==> config.mk <==
export PLATFORM = sky130hd
export DESIGN_NAME = serial_subtractor
export DESIGN_NICKNAME = d
export VERILOG_FILES = /design/src/rtl/serial_sub_pkg.sv /design/src/rtl/full_subtractor.sv /design/src/rtl/serial_subtractor.sv
export SDC_FILE = /design/constraint.sdc
export NUM_CORES = 1
export LEC_CHECK = 0
export ABC_CLOCK_PERIOD_IN_PS = 1840
export BUFFER_PORTS_ARGS = -buffer_cell sky130_fd_sc_hd__clkbuf_2
export CORE_ASPECT_RATIO = 1.4
export CORE_MARGIN = 5
export CORE_UTILIZATION = 53
export DETAILED_ROUTE_END_ITERATION = 6
export PLACE_DENSITY = 0.78
export SLEW_MARGIN = 20
export SYNTH_ARGS = -nofsm -noshare
export SYNTH_HDL_FRONTEND = slang
export SYNTH_SLANG_ARGS = --single-unit
export TNS_END_PERCENT = 5
==> constraint.sdc <==
create_clock -name clk -period 1.84 [get_ports clk]
set_clock_uncertainty 0.05 [all_clocks]
set_input_delay 0.092 -clock clk [delete_from_list [all_inputs] [get_ports clk]]
set_output_delay 0.092 -clock clk [all_outputs]
set_load 0.1 [all_outputs]
==> src/rtl/serial_sub_pkg.sv <==
// Shared types and sizing helpers for the bit-serial subtractor.
package serial_sub_pkg;

    typedef enum logic [1:0] {
        StIdle,
        StShift,
        StDone
    } state_e;

    // Bit counter width; never narrower than one bit.
    function automatic int unsigned cnt_width(int unsigned w);
        return (w < 2) ? 1 : $clog2(w);
    endfunction

endpackage

==> src/rtl/full_subtractor.sv <==
// One-bit full subtractor cell: d = x - y - bin, with borrow-out.
module full_subtractor (
    input  logic x,
    input  logic y,
    input  logic bin,
    output logic d,
    output logic bout
);

    always_comb begin
        d    = x ^ y ^ bin;
        bout = (~x & y) | (~(x ^ y) & bin);
    end

endmodule

==> src/rtl/serial_subtractor.sv <==
// Bit-serial W-bit subtractor: diff = a - b, LSB first through one full-subtractor cell,
// with valid/ready handshakes on both the operand and the result side.
module serial_subtractor
    import serial_sub_pkg::*;
#(
    parameter int unsigned W = 8
) (
    input  logic         clk,
    input  logic         rst_n,
    input  logic         in_valid,
    output logic         in_ready,
    input  logic [W-1:0] a,
    input  logic [W-1:0] b,
    output logic         out_valid,
    input  logic         out_ready,
    output logic [W-1:0] diff,
    output logic         borrow,
    output logic         overflow
);

    localparam int unsigned CntW = cnt_width(W);
    localparam logic [CntW-1:0] LastCnt = CntW'(W - 1);

    state_e          state_q, state_d;
    logic [W-1:0]    a_q, a_d;
    logic [W-1:0]    b_q, b_d;
    logic [W-1:0]    diff_q, diff_d;
    logic [CntW-1:0] cnt_q, cnt_d;
    logic            sa_q, sa_d;
    logic            sb_q, sb_d;
    logic            br_q, br_d;
    logic            borrow_q, borrow_d;
    logic            ovf_q, ovf_d;

    logic            cell_d;
    logic            cell_bout;

    full_subtractor u_cell (
        .x    (a_q[0]),
        .y    (b_q[0]),
        .bin  (br_q),
        .d    (cell_d),
        .bout (cell_bout)
    );

    always_comb begin
        state_d  = state_q;
        a_d      = a_q;
        b_d      = b_q;
        diff_d   = diff_q;
        cnt_d    = cnt_q;
        sa_d     = sa_q;
        sb_d     = sb_q;
        br_d     = br_q;
        borrow_d = borrow_q;
        ovf_d    = ovf_q;

        unique case (state_q)
            StIdle: begin
                if (in_valid) begin
                    a_d     = a;
                    b_d     = b;
                    sa_d    = a[W-1];
                    sb_d    = b[W-1];
                    br_d    = 1'b0;
                    cnt_d   = '0;
                    diff_d  = '0;
                    state_d = StShift;
                end
            end
            StShift: begin
                diff_d = {cell_d, diff_q[W-1:1]};
                a_d    = {1'b0, a_q[W-1:1]};
                b_d    = {1'b0, b_q[W-1:1]};
                br_d   = cell_bout;
                cnt_d  = cnt_q + CntW'(1);
                if (cnt_q == LastCnt) begin
                    state_d  = StDone;
                    borrow_d = cell_bout;
                    // Signed overflow: operand signs differ and result sign differs from a.
                    ovf_d    = (sa_q != sb_q) && (cell_d != sa_q);
                end
            end
            StDone: begin
                if (out_ready) begin
                    state_d = StIdle;
                end
            end
            default: state_d = StIdle;
        endcase
    end

    always_ff @(posedge clk) begin
        if (!rst_n) begin
            state_q  <= StIdle;
            a_q      <= '0;
            b_q      <= '0;
            diff_q   <= '0;
            cnt_q    <= '0;
            sa_q     <= 1'b0;
            sb_q     <= 1'b0;
            br_q     <= 1'b0;
            borrow_q <= 1'b0;
            ovf_q    <= 1'b0;
        end else begin
            state_q  <= state_d;
            a_q      <= a_d;
            b_q      <= b_d;
            diff_q   <= diff_d;
            cnt_q    <= cnt_d;
            sa_q     <= sa_d;
            sb_q     <= sb_d;
            br_q     <= br_d;
            borrow_q <= borrow_d;
            ovf_q    <= ovf_d;
        end
    end

    assign in_ready  = rst_n && (state_q == StIdle);
    assign out_valid = (state_q == StDone);
    assign diff      = diff_q;
    assign borrow    = borrow_q;
    assign overflow  = ovf_q;

endmodule

==> results.py <==
metrics = {
    "timing": {
        "layout_min_cycle_time_ns": 1.64,
        "relSlewSlack_pct": 63.9,
        "fmax_mhz": 611,
        "final_max_slew_viol_count": 0,
        "finalSetupViolations": 0,
        "tns_ns": 0,
        "period_share_pct": 89.0,
        "holdWs_ns": 0.0227,
        "rsz0062_at_grt": "no",
        "tightest_slew_ns": 0.541,
        "setup_ws_ns": 0.202,
        "finalHoldViolations": 0,
    },
    "placement": {
        "dp_hpwl_mm": 2.21,
        "placedCellCount": 207,
        "gp_congestion": 0.747,
        "place_ws_ns": 0.254,
        "port_buffers": 31,
    },
    "synth": {
        "yosys.area.top_type": "dfxtp_1",
        "yosysWarnings": 0,
        "synthTopCellsByCount": "dfxtp_1, nor2_1, mux2i_1",
        "yosys.cell_count.top_type": "dfxtp_1",
        "synth_edf_count": 0,
        "syn-instance-count": 146,
        "synthArstFlopShare_pct": 0,
        "synth_seq_cells": 34,
        "ys_seq_area_share_pct": 45.5,
        "synth_ff_type": "dfxtp_1",
        "synthTopCellsByArea": "dfxtp_1, mux2i_1, a211oi_2, nor2_1, a22oi_1",
        "syn_area_per_cell_um2": 10.2,
        "synth_top_area_share_pct": 45.5,
        "synth.distinct_cells": 22,
        "synthesis.nets": 169,
        "synth_area_um2": 1500,
    },
    "drt": {
        "wl_met1_mm": 1.12,
        "routed_wl_mm": 2.88,
        "dr_wl_met2_mm": 1.54,
        "drc_errors": 0,
        "drt_iter0_drc": 37,
        "vias": 1167,
        "routedWlPerCell_um": 13.2,
        "antenna_left": 0,
        "dr.pass1.iters": 4,
        "wl_met3_um": 174,
        "highest_layer": "met4",
        "routed_via_density": 5.35,
    },
    "floorplanning": {
        "row_count": 22,
        "dieArea_um2": 4000,
        "die_x_um": 54.9,
        "die_h_um": 72.9,
        "coreArea_um2": 2670,
        "start_util_pct": 56.0,
        "ioPinCount": 32,
    },
    "setup_path": {
        "cpPeakStageDelay_ns": 0.53,
        "path_cells": "buf_4, nor2_1, buf_12",
        "cp_max_fo": 15,
        "critPathKind": "flop to output pin",
        "path_depth": 3,
        "crit_start": "state_q[0]",
        "worstPathArrival_ns": 1.50,
        "r2r-end": "overflow",
        "critical-path-top-delay-family": "flip-flops",
        "endpoint": "in_ready",
        "critPathBufInv": 2,
        "cpMaxStageDelayCell": "dfxtp_1",
        "r2r_slack_ns": 0.23,
        "r2r_start": "br_q",
        "start_kind": "flop",
        "crit_path_end_kind": "output pin",
        "rr_worst_depth": 5,
        "required_ns": 1.70,
    },
    "worst_hold_path": {
        "min_path_type": "primary input to flop",
    },
    "power_and_ir_drop": {
        "power_density_nw_per_um2": 822,
        "ir_worst_vdd_uv": 550,
        "p_leak_uw": 0.000763,
        "p_clk_share_pct": 28.6,
        "p_sw_share_pct": 26.9,
        "power.share.sequential_pct": 54.9,
        "internal_power_uw": 1070,
        "p_comb_share_pct": 16.5,
        "switching_power_uw": 392,
    },
    "layout": {
        "finalNetCount": 204,
        "final_cells": 218,
        "fin_util_pct": 66.4,
        "nFillCells": 231,
        "synthToLayoutAreaGrowth_pct": 18.5,
        "drive_above_1_share_pct": 31.3,
        "multi_input_comb_area_um2": 714,
        "register_area_um2": 681,
        "diodes": 0,
    },
    "clock_network": {
        "htreeDepth": 2,
        "clk_latency_ns": 0.33,
        "cts_resized": 0,
        "root_buffer": "clkbuf_4",
        "clk_pin_slew_worst_paths_ns": 0.09,
        "cts_inserted_buffers": 5,
        "cts_tree": "yes",
        "cts_buffer_depth": 2,
        "cts_sinks": 34,
    },
    "status": {
        "status": "finished, final reports clean",
    },
    "global_routing": {
        "grt_pass1_vias": 1149,
        "overflow": 0,
        "antenna_found_initial": 0,
        "grt_pass1_wl_mm": 4.84,
        "grt_max_degree": 18,
        "grt.total_usage_pct": 16.7,
    },
    "flow_run": {
        "drv_cap": 0,
    },
}
## placed cells by master, fill, tap and decap left out, drive strengths merged, types with 2 or more instances in the layout
| master | synthesis | final |
|---|---|---|
| dlygate4sd3 | 0 | 3 |
| ha | 2 | 2 |
| nor3b | 2 | 2 |
| inv | 6 | 6 |
| dfxtp | 34 | 34 |
| a22oi | 14 | 14 |
| a211oi | 15 | 15 |
| buf | 10 | 6 |
| mux2i | 17 | 17 |
| a311oi | 2 | 2 |
| nor2b | 3 | 3 |
| a21oi | 3 | 3 |
| nor2 | 33 | 33 |
| clkbuf | 1 | 37 |
## what timing repair did
action,in CTS,in global routing
setup buffers,0,0
hold buffers,3,0
endpoints found under the hold margin,5,0
setup endpoints to repair,0,0
## through the flow
| step | area (µm²) | power, µW |
|---|---|---|
| after floorplan | 1500 | 998 |
| after global placement | 1680 | 1040 |
| after detailed placement | 1680 | 1060 |
| after CTS | 1770 | 1480 |
| after global routing | 1770 | 1540 |
| final | 1770 | 1460 |
## metal layers
metal	GRT usage, %	vias to the layer above
met5	0	-
met4	6.49	0
met3	5.73	5
met2	28.9	30
met1	17.9	547
li1	-	585
## cell families (layout without fill, tap and decap cells)
group / count (synthesis) / count (layout) / synth area share [%]
simple gates: 39 / 39 / 11.7
buf+inv: 17 / 53 / 6.94
compound gates: 36 / 36 / 21.5
fa+ha+maj: 3 / 3 / 3.01
mux: 17 / 17 / 11.4
flops: 34 / 34 / 45.5
## cell type report
| cell class | instances | share of cell area [%] |
|---|---|---|
| multi-input combinational | 95 | 40.3 |
| sequential | 34 | 38.4 |
| timing repair buffer | 39 | 14.1 |
| clock buffer | 7 | 3.11 |
| tap | 36 | 2.54 |
| inverter | 6 | 1.27 |
| clock inverter | 1 | 0.282 |
## state kept, by name, summed over array words and instances, names as in the netlist
| signal | flops |
|---|---|
| borrow | 1 |
| sb_q | 1 |
| cnt_q | 3 |
| b_q | 8 |
| diff | 8 |
| a_q | 8 |
| overflow | 1 |
| sa_q | 1 |
| br_q | 1 |
| state_q | 2 |
## worst register-to-register path, cell delays in order (launching register included)
cell and delay, ns:
dfxtp_1 0.35, inv_1 0.06, fa_1 0.58, nor2b_1 0.16
a21oi_1 0.08, a311oi_1 0.25
## power groups by stage
stage / Combinational, µW / Sequential [µW] / Clock [µW]
after floorplan: 175 / 823 / 0
after global placement: 228 / 816 / 0
after detailed placement: 238 / 818 / 0
after CTS: 244 / 801 / 435
after global routing: 263 / 806 / 475
final: 241 / 801 / 416
## worst min-delay path by stage
stage	startpoint	end	slack, ns	cells after the start
after detailed placement	b[7]	b_q[7]	0.31	3
after floorplan	in_valid	state_q[0]	0.19	2
after global routing	a[1]	a_q[1]	0.001	3
after global placement	a[7]	a_q[7]	0.30	3
final	out_ready	state_q[1]	0.02	4
after CTS	out_ready	state_q[1]	0.01	4
Power figures use the tool's default switching activity.
